--- src/rtl/id_ex_if.sv ---
// ID/EX pipeline-stage bundle: decode-side inputs, forwarding sources, and EX-side outputs.
// The stage itself takes the slave view; whoever drives decode and observes EX takes master.
interface id_ex_if #(
    parameter int unsigned data_width = 32
);
    logic                  stall;
    logic                  flush;
    logic                  id_valid;
    logic [data_width-1:0] id_rs1_data;
    logic [data_width-1:0] id_rs2_data;
    logic [data_width-1:0] id_imm;
    logic [4:0]            id_rs1;
    logic [4:0]            id_rs2;
    logic [4:0]            id_rd;
    logic [2:0]            id_funct3;
    logic [6:0]            id_funct7;
    logic [1:0]            id_alu_op;
    logic                  id_alu_src;
    logic [3:0]            id_ctrl;

    logic                  exmem_reg_write;
    logic [4:0]            exmem_rd;
    logic [data_width-1:0] exmem_result;
    logic                  memwb_reg_write;
    logic [4:0]            memwb_rd;
    logic [data_width-1:0] memwb_result;

    logic                  ex_valid;
    logic [data_width-1:0] ex_operand_A;
    logic [data_width-1:0] ex_operand_B;
    logic [data_width-1:0] ex_store_data;
    logic [2:0]            ex_funct3;
    logic [6:0]            ex_funct7;
    logic [1:0]            ex_alu_op;
    logic [4:0]            ex_rd;
    logic [3:0]            ex_ctrl;
    logic                  load_use_hazard;

    modport master (
        output stall, flush, id_valid, id_rs1_data, id_rs2_data, id_imm, id_rs1, id_rs2, id_rd,
               id_funct3, id_funct7, id_alu_op, id_alu_src, id_ctrl,
               exmem_reg_write, exmem_rd, exmem_result, memwb_reg_write, memwb_rd, memwb_result,
        input  ex_valid, ex_operand_A, ex_operand_B, ex_store_data, ex_funct3, ex_funct7,
               ex_alu_op, ex_rd, ex_ctrl, load_use_hazard
    );

    modport slave (
        input  stall, flush, id_valid, id_rs1_data, id_rs2_data, id_imm, id_rs1, id_rs2, id_rd,
               id_funct3, id_funct7, id_alu_op, id_alu_src, id_ctrl,
               exmem_reg_write, exmem_rd, exmem_result, memwb_reg_write, memwb_rd, memwb_result,
        output ex_valid, ex_operand_A, ex_operand_B, ex_store_data, ex_funct3, ex_funct7,
               ex_alu_op, ex_rd, ex_ctrl, load_use_hazard
    );
endinterface

--- src/rtl/id_ex_stage.sv ---
// ID/EX pipeline register with EX-stage operand forwarding and load-use hazard detection.
// Update priority on each edge: rst > flush > stall > load-use bubble > capture.
module id_ex_stage #(
    parameter int unsigned data_width = 32
) (
    input logic    clk,
    input logic    rst,
    id_ex_if.slave bus
);
    // ctrl bit order: {reg_write, mem_read, mem_write, mem_to_reg}
    typedef struct packed {
        logic                  valid;
        logic [4:0]            rs1;
        logic [4:0]            rs2;
        logic [4:0]            rd;
        logic [2:0]            funct3;
        logic [6:0]            funct7;
        logic [1:0]            alu_op;
        logic                  alu_src;
        logic [3:0]            ctrl;
        logic [data_width-1:0] rs1_data;
        logic [data_width-1:0] rs2_data;
        logic [data_width-1:0] imm;
    } stage_t;

    stage_t                stage_q, stage_d;
    logic                  hazard;
    logic [data_width-1:0] fwd_rs1, fwd_rs2;

    always_comb begin
        hazard = stage_q.valid & stage_q.ctrl[2] & (stage_q.rd != 5'd0) & bus.id_valid &
                 ((bus.id_rs1 == stage_q.rd) | (bus.id_rs2 == stage_q.rd));
    end

    always_comb begin
        stage_d = stage_q;
        if (bus.flush) begin
            stage_d = '0;
        end else if (bus.stall) begin
            stage_d = stage_q;
        end else if (hazard || !bus.id_valid) begin
            stage_d = '0;
        end else begin
            stage_d.valid    = 1'b1;
            stage_d.rs1      = bus.id_rs1;
            stage_d.rs2      = bus.id_rs2;
            stage_d.rd       = bus.id_rd;
            stage_d.funct3   = bus.id_funct3;
            stage_d.funct7   = bus.id_funct7;
            stage_d.alu_op   = bus.id_alu_op;
            stage_d.alu_src  = bus.id_alu_src;
            stage_d.ctrl     = bus.id_ctrl;
            stage_d.rs1_data = bus.id_rs1_data;
            stage_d.rs2_data = bus.id_rs2_data;
            stage_d.imm      = bus.id_imm;
        end
    end

    always_ff @(posedge clk) begin
        if (rst) begin
            stage_q <= '0;
        end else begin
            stage_q <= stage_d;
        end
    end

    // The younger EX/MEM result wins over MEM/WB; x0 is never a forwarding target.
    always_comb begin
        fwd_rs1 = stage_q.rs1_data;
        if (bus.exmem_reg_write && bus.exmem_rd == stage_q.rs1 && stage_q.rs1 != 5'd0) begin
            fwd_rs1 = bus.exmem_result;
        end else if (bus.memwb_reg_write && bus.memwb_rd == stage_q.rs1 &&
                     stage_q.rs1 != 5'd0) begin
            fwd_rs1 = bus.memwb_result;
        end
    end

    always_comb begin
        fwd_rs2 = stage_q.rs2_data;
        if (bus.exmem_reg_write && bus.exmem_rd == stage_q.rs2 && stage_q.rs2 != 5'd0) begin
            fwd_rs2 = bus.exmem_result;
        end else if (bus.memwb_reg_write && bus.memwb_rd == stage_q.rs2 &&
                     stage_q.rs2 != 5'd0) begin
            fwd_rs2 = bus.memwb_result;
        end
    end

    assign bus.ex_valid        = stage_q.valid;
    assign bus.ex_operand_A    = fwd_rs1;
    assign bus.ex_operand_B    = stage_q.alu_src ? stage_q.imm : fwd_rs2;
    assign bus.ex_store_data   = fwd_rs2;
    assign bus.ex_funct3       = stage_q.funct3;
    assign bus.ex_funct7       = stage_q.funct7;
    assign bus.ex_alu_op       = stage_q.alu_op;
    assign bus.ex_rd           = stage_q.rd;
    assign bus.ex_ctrl         = stage_q.ctrl;
    assign bus.load_use_hazard = hazard;
endmodule

--- src/flat_wrapper.sv ---
// flat-port wrapper written by rule: the top's interface ports become plain ports
module id_ex_stage_flat 
#(
    parameter int unsigned data_width = 32
)
  (clk, rst, bus_stall, bus_flush, bus_id_valid, bus_id_rs1_data, bus_id_rs2_data, bus_id_imm, bus_id_rs1, bus_id_rs2, bus_id_rd, bus_id_funct3, bus_id_funct7, bus_id_alu_op, bus_id_alu_src, bus_id_ctrl, bus_exmem_reg_write, bus_exmem_rd, bus_exmem_result, bus_memwb_reg_write, bus_memwb_rd, bus_memwb_result, bus_ex_valid, bus_ex_operand_A, bus_ex_operand_B, bus_ex_store_data, bus_ex_funct3, bus_ex_funct7, bus_ex_alu_op, bus_ex_rd, bus_ex_ctrl, bus_load_use_hazard);
  id_ex_if #(.data_width(data_width)) bus_i ();
  input logic clk;
  input logic rst;
  input wire logic [$bits(bus_i.stall)-1:0] bus_stall;
  input wire logic [$bits(bus_i.flush)-1:0] bus_flush;
  input wire logic [$bits(bus_i.id_valid)-1:0] bus_id_valid;
  input wire logic [$bits(bus_i.id_rs1_data)-1:0] bus_id_rs1_data;
  input wire logic [$bits(bus_i.id_rs2_data)-1:0] bus_id_rs2_data;
  input wire logic [$bits(bus_i.id_imm)-1:0] bus_id_imm;
  input wire logic [$bits(bus_i.id_rs1)-1:0] bus_id_rs1;
  input wire logic [$bits(bus_i.id_rs2)-1:0] bus_id_rs2;
  input wire logic [$bits(bus_i.id_rd)-1:0] bus_id_rd;
  input wire logic [$bits(bus_i.id_funct3)-1:0] bus_id_funct3;
  input wire logic [$bits(bus_i.id_funct7)-1:0] bus_id_funct7;
  input wire logic [$bits(bus_i.id_alu_op)-1:0] bus_id_alu_op;
  input wire logic [$bits(bus_i.id_alu_src)-1:0] bus_id_alu_src;
  input wire logic [$bits(bus_i.id_ctrl)-1:0] bus_id_ctrl;
  input wire logic [$bits(bus_i.exmem_reg_write)-1:0] bus_exmem_reg_write;
  input wire logic [$bits(bus_i.exmem_rd)-1:0] bus_exmem_rd;
  input wire logic [$bits(bus_i.exmem_result)-1:0] bus_exmem_result;
  input wire logic [$bits(bus_i.memwb_reg_write)-1:0] bus_memwb_reg_write;
  input wire logic [$bits(bus_i.memwb_rd)-1:0] bus_memwb_rd;
  input wire logic [$bits(bus_i.memwb_result)-1:0] bus_memwb_result;
  output wire logic [$bits(bus_i.ex_valid)-1:0] bus_ex_valid;
  output wire logic [$bits(bus_i.ex_operand_A)-1:0] bus_ex_operand_A;
  output wire logic [$bits(bus_i.ex_operand_B)-1:0] bus_ex_operand_B;
  output wire logic [$bits(bus_i.ex_store_data)-1:0] bus_ex_store_data;
  output wire logic [$bits(bus_i.ex_funct3)-1:0] bus_ex_funct3;
  output wire logic [$bits(bus_i.ex_funct7)-1:0] bus_ex_funct7;
  output wire logic [$bits(bus_i.ex_alu_op)-1:0] bus_ex_alu_op;
  output wire logic [$bits(bus_i.ex_rd)-1:0] bus_ex_rd;
  output wire logic [$bits(bus_i.ex_ctrl)-1:0] bus_ex_ctrl;
  output wire logic [$bits(bus_i.load_use_hazard)-1:0] bus_load_use_hazard;
  assign bus_i.stall = bus_stall;
  assign bus_i.flush = bus_flush;
  assign bus_i.id_valid = bus_id_valid;
  assign bus_i.id_rs1_data = bus_id_rs1_data;
  assign bus_i.id_rs2_data = bus_id_rs2_data;
  assign bus_i.id_imm = bus_id_imm;
  assign bus_i.id_rs1 = bus_id_rs1;
  assign bus_i.id_rs2 = bus_id_rs2;
  assign bus_i.id_rd = bus_id_rd;
  assign bus_i.id_funct3 = bus_id_funct3;
  assign bus_i.id_funct7 = bus_id_funct7;
  assign bus_i.id_alu_op = bus_id_alu_op;
  assign bus_i.id_alu_src = bus_id_alu_src;
  assign bus_i.id_ctrl = bus_id_ctrl;
  assign bus_i.exmem_reg_write = bus_exmem_reg_write;
  assign bus_i.exmem_rd = bus_exmem_rd;
  assign bus_i.exmem_result = bus_exmem_result;
  assign bus_i.memwb_reg_write = bus_memwb_reg_write;
  assign bus_i.memwb_rd = bus_memwb_rd;
  assign bus_i.memwb_result = bus_memwb_result;
  assign bus_ex_valid = bus_i.ex_valid;
  assign bus_ex_operand_A = bus_i.ex_operand_A;
  assign bus_ex_operand_B = bus_i.ex_operand_B;
  assign bus_ex_store_data = bus_i.ex_store_data;
  assign bus_ex_funct3 = bus_i.ex_funct3;
  assign bus_ex_funct7 = bus_i.ex_funct7;
  assign bus_ex_alu_op = bus_i.ex_alu_op;
  assign bus_ex_rd = bus_i.ex_rd;
  assign bus_ex_ctrl = bus_i.ex_ctrl;
  assign bus_load_use_hazard = bus_i.load_use_hazard;
  id_ex_stage #(.data_width(data_width)) u_core (.clk(clk), .rst(rst), .bus(bus_i));
endmodule
--- config.mk ---
export PLATFORM = sky130hd
export DESIGN_NAME = id_ex_stage_flat
export DESIGN_NICKNAME = d
export VERILOG_FILES = /design/src/rtl/id_ex_if.sv /design/src/rtl/id_ex_stage.sv /design/src/flat_wrapper.sv
export SDC_FILE = /design/constraint.sdc
export NUM_CORES = 1
export LEC_CHECK = 0
export ABC_CLOCK_PERIOD_IN_PS = 6750
export BUFFER_PORTS_ARGS = -buffer_cell sky130_fd_sc_hd__buf_2
export CAP_MARGIN = 40
export CORE_UTILIZATION = 35
export DETAILED_ROUTE_END_ITERATION = 12
export GPL_TIMING_DRIVEN = 0
export HOLD_SLACK_MARGIN = 0.05
export PLACE_DENSITY = 0.62
export SLEW_MARGIN = 20
export SYNTH_ARGS = -nofsm -noshare
export SYNTH_HDL_FRONTEND = slang
export SYNTH_SLANG_ARGS = --single-unit
--- constraint.sdc ---
create_clock -name clk -period 6.75 [get_ports clk]
set_clock_uncertainty 0.05 [all_clocks]
set_input_delay 1.6875 -clock clk [delete_from_list [all_inputs] [get_ports clk]]
set_output_delay 1.6875 -clock clk [all_outputs]
set_load 0.005 [all_outputs]
# [After elaboration in Yosys (flattened, before gate mapping)]
# Cells that the tools add are included.
[word_totals] input_bits=209 output_inout_bits=119 ff_bits=129
[classes] muxes=6 bitwise_logic=5 reduce_logical=14 eq_ne=6
[op_table] cell="32-bit 2-to-1 mux" count=5
[op_table] cell="129-bit 2-to-1 mux" count=1
[op_table] cell="5-bit == test" count=6
[op_table] cell="5-bit nonzero test" count=3
[op_table] cell="1-bit logical AND" count=8
[op_table] cell="1-bit bitwise AND" count=4
[op_table] cell="2-bit OR reduction" count=1
[op_table] cell="1-bit zero test" count=1
[op_table] cell="1-bit logical OR" count=1
[op_table] cell="1-bit bitwise OR" count=1

# [Depth between registers and ports, before layout]
# Gate-level depths: netlist of the first run.
[logic_depth] depth_word=6 mapped_depth=7

# [Least setup slack after synthesis of the first run]
# No wires, ideal clock.
[synth_path] path_type="input-to-output" startpoint="in bus_exmem_rd[2]" endpoint="out bus_ex_operand_B[30]" path_slack_ps=1923 path_stages=7 arrival_ps=3090 cell_sequence="or2_0 > o21a_1 > or3_1 > buf_2 > buf_6 > o311a_4 > o31ai_2"
[synth_between] elab_chain_cells=5
[synth_rtl] element="start, declared" line_no="flat_wrapper.sv:25" text="input wire logic [$bits(bus_i.exmem_rd)-1:0] bus_exmem_rd;"
[synth_rtl] element="5-bit == test" line_no="id_ex_stage.sv:80" text="if (bus.exmem_reg_write && bus.exmem_rd == stage_q.rs2 && stage_q.rs2 != 5'd0) begin"
[synth_rtl] element="1-bit logical AND (2 in a row)" line_no="id_ex_stage.sv:80"
[synth_rtl] element="32-bit 2-to-1 mux" line_no="id_ex_stage.sv:80"
[synth_rtl] element="32-bit 2-to-1 mux" line_no="id_ex_stage.sv:90" text="assign bus.ex_operand_B = stage_q.alu_src ? stage_q.imm : fwd_rs2;"
[synth_rtl] element="end, declared" line_no="flat_wrapper.sv:32" text="output wire logic [$bits(bus_i.ex_operand_B)-1:0] bus_ex_operand_B;"
# No other way between the ends.

# [Worst setup path in the final report of the first run]
[layout_path] startpoint="in bus_memwb_rd[1]" endpoint="out bus_ex_operand_B[10]"
[layout_between] elab_chain_cells=6
[layout_rtl] element="start, declared" line_no="flat_wrapper.sv:28" text="input wire logic [$bits(bus_i.memwb_rd)-1:0] bus_memwb_rd;"
[layout_rtl] element="5-bit == test" line_no="id_ex_stage.sv:82" text="end else if (bus.memwb_reg_write && bus.memwb_rd == stage_q.rs2 &&"
[layout_rtl] element="1-bit logical AND (2 in a row)" line_no="id_ex_stage.sv:82"
[layout_rtl] element="32-bit 2-to-1 mux" line_no="id_ex_stage.sv:82"
[layout_rtl] element="32-bit 2-to-1 mux" line_no="id_ex_stage.sv:80"
[layout_rtl] element="32-bit 2-to-1 mux" line_no="id_ex_stage.sv:90"
# No other way between the ends.

==> impl_metrics.toml, run 1 <==
[floorplanning]
floorplan.initialDensity_pct = 35.7
die_area_mm2 = 0.0196
num_io_pins = 328
area_of_the_core_region_mm2 = 0.0186
fp.dieW_um = 140
die_y_um = 140
num_rows = 50

[sta]
timing_hold_violations_final = 0
max_clock_freq_ghz = 0.180
slew_margin_rel_pct = 47.7
setup_repair_after_global_routing_missed_its_margin = "false"
period_needed_ps = 5560
fin_ws_ps = 1190
worstMarginPinSlew_ps = 779
timing.setup.tns_ps = 0
timing.final.crit_share_pct = 82.3
maxSlewViolCount = 0
report.final.setup_viol = 0

[clocking]
clock_tree.htree_level_count = 4
postCtsSetupBuffers = 0
clock_pin_slew_on_the_worst_setup_and_hold_paths_ps = 50
cts_repair_resize_count = 0
clkLatencyLatePin_ps = 420
tritoncts_buffer_count = 17
clockRootBuffer = "clkbuf_16"
cts_hold_repair.buffers = 0
clock_tree_from_tritoncts = "built"
cts.sink_count = 129
ctsLongestPathBuffers = 2

[finish]
layout.cell_area.non_filler_mm2 = 0.00921
layout.nets = 1229
layout.filler_cells = 1797
diodes = 0
final_core_utilization_pct = 49.4
drive_above_1_share_pct = 44.6
syn2layout_area_growth_pct = 38.4

[yosys]
synth_cells = 673
ys_warn_count = 0
synthesis.area_per_instance_um2 = 9.89
synth_nets = 882
synth-seq-area-share_pct = 38.8
synth.ff_latch_count = 129
post_synth_instance_area_mm2 = 0.00666
synthDistinctLibCells = 40

[place]
gp_routability_congestion = 0.855
dp_worst_setup_slack_ps = 1160
placement.io_buffers = 327
place.detailed.hpwl_um = 19900
placedInstanceArea_mm2 = 0.00860

[global_routing]
grt_start_max_net_pins = 17
grtUsageMet3_pct = 6.80
busiest_layer = "met2"
first_pass_grt_wire_length_um = 40000
grtUsageTotal_pct = 26.9
grt_antenna_before_repair = 0
grt_overflow = 0
first_global_vias = 6883
gr-usage-met1_pct = 34.3
globalRouteMet2Util_pct = 45.4

[power]
pwr_density_cell_mw_per_mm2 = 214
post-layout-total-power_mw = 1.97
leakage_nw = 4.05
vdd_ir_drop_max_mv = 0.163

[hold_path]
holdCritPathClass = "register to register"
startpoint_of_the_lowest_slack_hold_path = "u_core.stage_q[29]"
min_delay_path_depth = 1
terminating_pin_of_the_worst_hold_path = "u_core.stage_q[29]"

[detailed_routing]
vias = 6979
drt-total-wl_um = 26500
total_iterations_of_the_first_detailed_routing_run = 4
post-route-drc-count = 0
post_drt_via_cell_ratio = 5.51
drt_iter0_drc = 446
route.detailed.wl_per_inst_um = 21.0
ant_nets = 0

[setup_path]
reg2reg_setup_slack_ps = 4730
crit_type = "primary input to output port"
worst_r2r_startpoint = "u_core.bus.ex_rd[2]"
worstReg2RegEnd = "u_core.stage_q[18]"
required_ps = 5010
critical_path.startpoint_type = "primary input"
critical_path.max_fanout = 10
crit_start = "bus_memwb_rd[1]"
cp-end-kind = "output port"
r2r_cells = 7
critPathArrivalTime_ps = 3820

[run]
max-cap-violations = 0

[outcome]
status = "completed"
[metrics by stage]
stage	instances	hold WS, ps
finish	1266	418
global route	1266	430
CTS	1266	420
detailed placement	1235	401
global placement	1234	402
floorplan	673	387
[worst max path at each step]
stage / to / depth (start not counted) / slack, ps
final: bus_ex_operand_B[10] / 8 / 1190
after global routing: bus_ex_operand_B[11] / 8 / 1030
after CTS: bus_ex_operand_B[10] / 8 / 1160
after detailed placement: bus_ex_operand_B[10] / 8 / 1160
after global placement: bus_ex_operand_A[0] / 8 / 980
after floorplan: bus_ex_operand_B[30] / 7 / 1920
[cell usage after synthesis, drive strengths merged]
cell type	count	area [um^2]
a22o	128	1120
or3	1	6.26
nand4	33	206
dfxtp	129	2580
o22ai	1	6.26
mux2i	32	320
nand2	39	146
xor2	6	52.6
buf	47	305
xnor2	22	193
nor4	34	240
or2	3	18.8
o21ai	33	165
a21o	1	7.51
o311a	1	21.3
or4b	1	10.0
and2	1	6.26
o21a	2	15.0
mux2	31	349
a31oi	31	369
and3	1	6.26
clkbuf	48	180
or4	1	7.51
a21oi	2	10.0
o31ai	33	253
nor3b	1	7.51
nand3	5	25.0
nor2	5	18.8
nor3	1	5.00
[layout make-up]
class	instances	area (um^2)	area share [%]
buffer	95	485	5.27
clock buffer	22	474	5.15
clock inverter	9	131	1.43
multi-input combinational	449	3600	39.0
sequential	129	2580	28.0
tap	234	293	3.18
timing repair buffer	328	1650	17.9
[logic make-up after synthesis]
kind of cell    Yosys count  share of synthesized area (%)
mux                      63                           10.1
flops                   129                           38.8
buf+inv                  95                           7.29
simple gates            126                           10.6
compound gates          232                           29.6
xor+xnor                 28                           3.68
[placed cells by master, fill, tap and decap left out, drive strengths merged]
cell / count
a31oi: 31
nand2: 39
mux2: 31
xor2: 6
o21a: 2
nor3: 1
xnor2: 22
and2: 1
nor4: 34
nand3: 5
o21ai: 33
dfxtp: 129
o31ai: 33
and3: 1
nor2: 5
buf: 375
or4b: 1
clkinv: 3
bufinv: 3
o311a: 1
nor3b: 1
a22o: 128
nand4: 33
or2: 3
clkinvlp: 3
o22ai: 1
mux2i: 32
a21o: 1
a21oi: 2
or4: 1
clkbuf: 70
or3: 1
[power breakdown]
group          switching (mW)  internal (mW)  total [mW]
Combinational           0.122          0.100       0.222
Sequential             0.0110          0.778       0.789
Clock                   0.351          0.607       0.958
Total                   0.483           1.48        1.97
[flip-flops by register name, indices dropped and copies added, names as in the netlist]
signal,flops
u_core.bus.ex_alu_op,2
u_core.bus.ex_ctrl,4
u_core.bus.ex_funct3,3
u_core.bus.ex_funct7,7
u_core.bus.ex_rd,5
u_core.bus.ex_valid,1
u_core.stage_q,107
[critical path, cell delays in order]
cell and delay, ps:
buf_2 120, xnor2_1 190, nand3_1 320, clkbuf_1 340, o31ai_1 440, a31oi_2 210, mux2_1 370, buf_2 140
[routing by layer]
| layer | routed length (um) | vias up | share of wire (%) |
|---|---|---|---|
| met5 | 0 | - | 0 |
| met4 | 350 | 0 | 1.3 |
| met3 | 2040 | 27 | 7.7 |
| li1 | - | 3302 | - |
| met1 | 11500 | 3361 | 43 |
| met2 | 12700 | 289 | 48 |
No activity file was read; power rests on OpenSTA's default activity.
==> run 2, diff against run 1 <==
ABC_CLOCK_PERIOD_IN_PS = 4600   (was 6750)
PLACE_DENSITY = 0.64   (was 0.62)
clock period = 4.6 ns   (was 6.75 ns; I/O delays follow)
==> run 2 against run 1 <==
First-iteration DRC count fell by 21%. Die area did not move. Register-to-register slack got worse by 2200 ps. Count of clock-buffer cells in the layout fell by 1. Utilization rose by 0.33 points. Sequential share of layout area fell by 0.19 points. Via count fell by 0.77%. Non-clock buffer count did not move. Hold slack got worse by 2.6 ps. Sequential power rose by 47%. Cell count rose by 0.16%. Combinational power rose by 46%. Critical endpoint is now bus_ex_operand_B[19]. Largest power group unchanged.
==> impl_metrics.toml, run 2 (synthesis results as in run 1) <==
[setup_path]
cp-end-kind = "output port"
critical_path.startpoint_type = "primary input"
r2r_cells = 6
crit_type = "primary input to output port"
critPathArrivalTime_ps = 3270
critical_path.max_fanout = 10
required_ps = 3400

[detailed_routing]
vias = 6925
route.detailed.wl_per_inst_um = 20.6
drt-total-wl_um = 26100
ant_nets = 0
total_iterations_of_the_first_detailed_routing_run = 5
post-route-drc-count = 0
post_drt_via_cell_ratio = 5.46
drt_iter0_drc = 354

[power]
pwr_density_cell_mw_per_mm2 = 324
leakage_nw = 4.09
netSwitchingFraction_pct = 23.4
power.share.combinational_pct = 10.8
vdd_ir_drop_max_mv = 0.239
power.internal_mw = 2.30
power.net_switching_uw = 703
power_frac_seq_pct = 38.5
clkPwrFrac_pct = 50.7

[finish]
final_common_cell = "buf_2"
syn2layout_area_growth_pct = 39.3
layout.nets = 1229
layout_common_cells = "buf_2, dfxtp_1, a22o_1"
largest_register_ffs = 107
top_register = "u_core.stage_q"
drive_above_1_share_pct = 44.9
layout.cell_area.non_filler_mm2 = 0.00927

[clocking]
cts_hold_repair.buffers = 0
ctsLongestPathBuffers = 2
cts.sink_count = 129
tritoncts_buffer_count = 17
clock_pin_slew_on_the_worst_setup_and_hold_paths_ps = 60
clockRootBuffer = "clkbuf_16"
clock_tree.htree_level_count = 4
clkLatencyLatePin_ps = 420
clock_tree_from_tritoncts = "built"

[floorplanning]
num_io_pins = 328
fp.dieW_um = 140
num_rows = 50
die_area_mm2 = 0.0196
floorplan.initialDensity_pct = 35.7
die_y_um = 140
area_of_the_core_region_mm2 = 0.0186

[sta]
timing_hold_violations_final = 0
maxSlewViolCount = 0
hold_ws_ps = 415
slew_margin_rel_pct = 46.3
setup_repair_after_global_routing_missed_its_margin = "false"
timing.final.crit_share_pct = 97.2
period_needed_ps = 4470
report.final.setup_viol = 0
worstMarginPinSlew_ps = 804
max_clock_freq_ghz = 0.224

[global_routing]
first_pass_grt_wire_length_um = 38700
grt_start_max_net_pins = 17
grtUsageTotal_pct = 26.1
grt_antenna_before_repair = 3
grt_overflow = 0
first_global_vias = 6776

[hold_path]
min_delay_path_depth = 1
holdCritPathClass = "register to register"

[outcome]
status = "completed"

[place]
placement.io_buffers = 327
place.detailed.hpwl_um = 19500
gp_routability_congestion = 0.851
placedInstanceArea_mm2 = 0.00859

[run]
max-cap-violations = 0
-- run 2: cell types whose count changed in the layout (fill, tap and decap cells not counted), sizes merged --
| cell | delta |
|---|---|
| clkinvlp | -1 |
| clkbuf | -1 |
| diode | +2 |
| bufinv | +2 |
-- run 2: worst paths after layout --
path | start | to | slack, ps
max | bus_memwb_rd[2] | bus_ex_operand_B[19] | 130
min | u_core.stage_q[25] | u_core.stage_q[25] | 420
max reg2reg | u_core.bus.ex_rd[4] | u_core.stage_q[90] | 2500
min reg2reg | u_core.stage_q[25] | u_core.stage_q[25] | 420
-- run 2: timing repair --
item / CTS / global route
setup endpoints to repair: 0 / 1
resized for setup: 0 / 2
buffers inserted: 0 / 0
-- run 2: stage by stage --
stage	utilization (%)	instances	setup WS, ps	power (mW)	setup TNS, ps
finish	49.7	1268	128	3.00	0
floorplan	-	673	848	1.32	0
CTS	49.6	1265	124	3.02	0
detailed placement	46.1	1234	135	1.50	0
global route	49.7	1268	44.4	3.10	0
global placement	46.0	1234	-228	1.50	-911
-- run 2: final cells by class --
| class | count | area (um^2) |
|---|---|---|
| antenna | 2 | 5.00 |
| buffer | 95 | 487 |
| clock buffer | 21 | 480 |
| clock inverter | 10 | 180 |
| fill | 1804 | 9370 |
| multi-input combinational | 449 | 3600 |
| sequential | 129 | 2580 |
| tap | 234 | 293 |
| timing repair buffer | 328 | 1650 |
-- run 2: power groups by stage --
stage / combinational, mW / clock, mW / sequential (mW)
floorplan: 0.142 / 0 / 1.18
global placement: 0.318 / 0 / 1.18
detailed placement: 0.322 / 0 / 1.18
CTS: 0.323 / 1.54 / 1.16
global route: 0.349 / 1.59 / 1.16
finish: 0.325 / 1.52 / 1.16
-- run 2: critical path: stages --
cell,delay (ps)
buf_2,120
or2_2,280
o21ai_1,430
clkbuf_1,470
nand4_1,200
a31oi_2,320
mux2_2,200
buf_2,100
-- run 2: layer usage --
metal	routed length [um]	GRT usage [%]	up-vias	share of wire (%)
met4	714	10.2	2	2.7
met2	12100	42.9	300	47
met3	1700	6.50	50	6.5
met5	13	0	-	0.050
met1	11500	32.8	3270	44
li1	-	-	3303	-
==> run 3, diff against run 2 <==
BUFFER_PORTS_ARGS = not set   (was -buffer_cell sky130_fd_sc_hd__buf_2)
DONT_BUFFER_PORTS = 1   (was not set)
PLACE_DENSITY = 0.49   (was 0.64)
==> run 3 against run 2 <==
Critical path depth is 2 lower. Worst setup slack better by 61 ps. Count of clock-buffer cells in the layout is 1 lower. Sequential power hardly changed. Sequential share of layout area is 6.2 points higher. Maximum frequency is 1.4% higher. Critical path type unchanged. Largest cell class unchanged.
==> impl_metrics.toml, run 3 (synthesis results as in run 1) <==
[sta]
timing.setup.tns_ps = 0
timing.final.crit_share_pct = 95.9
setup_repair_after_global_routing_missed_its_margin = "false"
hold_ws_ps = 419
slew_margin_rel_pct = 52.4
timing_hold_violations_final = 0
period_needed_ps = 4410
fin_ws_ps = 189
max_clock_freq_ghz = 0.227
maxSlewViolCount = 0
report.final.setup_viol = 0
worstMarginPinSlew_ps = 714

[finish]
diodes = 0
syn2layout_area_growth_pct = 14.0
layout.filler_cells = 1835
top_register = "u_core.stage_q"
layout.cell_area.non_filler_mm2 = 0.00759
final_common_cell = "dfxtp_1"
layout.nets = 904
drive_above_1_share_pct = 19.2
final_core_utilization_pct = 40.7
largest_register_ffs = 107
layout_common_cells = "dfxtp_1, a22o_1, clkbuf_1"

[floorplanning]
area_of_the_core_region_mm2 = 0.0186
fp.dieW_um = 140
die_y_um = 140
num_rows = 50
floorplan.initialDensity_pct = 35.7
die_area_mm2 = 0.0196
num_io_pins = 328

[global_routing]
grt_overflow = 0
first_global_vias = 6095
grtUsageTotal_pct = 26.1
grt_start_max_net_pins = 17
grt_antenna_before_repair = 0
first_pass_grt_wire_length_um = 38000

[detailed_routing]
post-route-drc-count = 0
route.detailed.wl_per_inst_um = 27.3
drt_iter0_drc = 380
vias = 5815
ant_nets = 0
drt-total-wl_um = 25800
total_iterations_of_the_first_detailed_routing_run = 5
post_drt_via_cell_ratio = 6.17

[place]
gp_routability_congestion = 0.884
place.detailed.hpwl_um = 19300
dp_worst_setup_slack_ps = 262
placement.io_buffers = 0
placedInstanceArea_mm2 = 0.00696

[clocking]
cts_hold_repair.buffers = 0
ctsLongestPathBuffers = 2
cts.sink_count = 129
clock_pin_slew_on_the_worst_setup_and_hold_paths_ps = 60
clockRootBuffer = "clkbuf_16"
clock_tree.htree_level_count = 4
tritoncts_buffer_count = 17
clock_tree_from_tritoncts = "built"
cts_repair_resize_count = 0
postCtsSetupBuffers = 0
clkLatencyLatePin_ps = 430

[setup_path]
reg2reg_setup_slack_ps = 2560
required_ps = 3400
worst_r2r_startpoint = "u_core.bus.ex_rd[4]"
critical_path.max_fanout = 10
crit_type = "primary input to output port"
crit_path_end = "bus_ex_operand_B[0]"
critPathArrivalTime_ps = 3210
cp-end-kind = "output port"
critical_path.startpoint_type = "primary input"
worstReg2RegEnd = "u_core.stage_q[93]"
r2r_cells = 6
crit_start = "bus_memwb_rd[2]"

[hold_path]
holdCritPathClass = "register to register"

[power]
pwr_density_cell_mw_per_mm2 = 365
leakage_nw = 2.59
vdd_ir_drop_max_mv = 0.238

[run]
max-cap-violations = 0

[outcome]
status = "completed"
-- run 3: changes by cell type in the layout (fill, tap and decap cells not counted), sizes merged --
cell | previous run | this run
diode | 2 | 0
clkinvlp | 2 | 3
buf | 375 | 50
inv | 0 | 2
bufinv | 5 | 3
clkinv | 3 | 4
clkbuf | 69 | 68
-- run 3: power breakdown --
group          internal, mW  leakage, nW  switching [mW]
Sequential             1.14         1.05          0.0166
Clock                 0.869        0.287           0.547
Combinational        0.0705         1.26           0.129
-- run 3: cell type report --
| type | instances | area, um^2 | area share (%) |
|---|---|---|---|
| buffer | 95 | 485 | 6.40 |
| sequential | 129 | 2580 | 34.0 |
| clock buffer | 20 | 447 | 5.89 |
| multi-input combinational | 449 | 3600 | 47.4 |
| clock inverter | 12 | 158 | 2.08 |
| timing repair buffer | 3 | 27.5 | 0.363 |
| tap | 234 | 293 | 3.86 |
-- run 3: per-stage QoR --
stage | cells | total power [mW]
6_report | 942 | 2.77
2_1_floorplan | 673 | 1.32
3_3_place_gp | 907 | 1.37
5_1_grt | 942 | 2.86
3_5_place_dp | 908 | 1.38
4_1_cts | 940 | 2.79
-- run 3: critical path, cell delays in order --
cell and delay (ps):
or2_2 270, o21ai_1 440, clkbuf_1 460, nand4_1 170, a31oi_1 420, mux2_2 300
-- run 3: how the worst min path moves through the flow --
stage	from	end	slack, ps	cells after the start
2_1_floorplan	u_core.stage_q[0]	u_core.stage_q[0]	390	1
3_3_place_gp	u_core.stage_q[24]	u_core.stage_q[24]	400	1
3_5_place_dp	u_core.stage_q[17]	u_core.stage_q[17]	400	1
4_1_cts	u_core.stage_q[14]	u_core.stage_q[14]	420	1
5_1_grt	u_core.stage_q[14]	u_core.stage_q[14]	430	1
6_report	u_core.stage_q[14]	u_core.stage_q[14]	420	1
-- run 3: per-layer routing --
layer	track usage, %	wire length, um
met5	0	0
met4	8.56	378
met3	7.93	2120
met2	45.4	12800
met1	30.4	10400
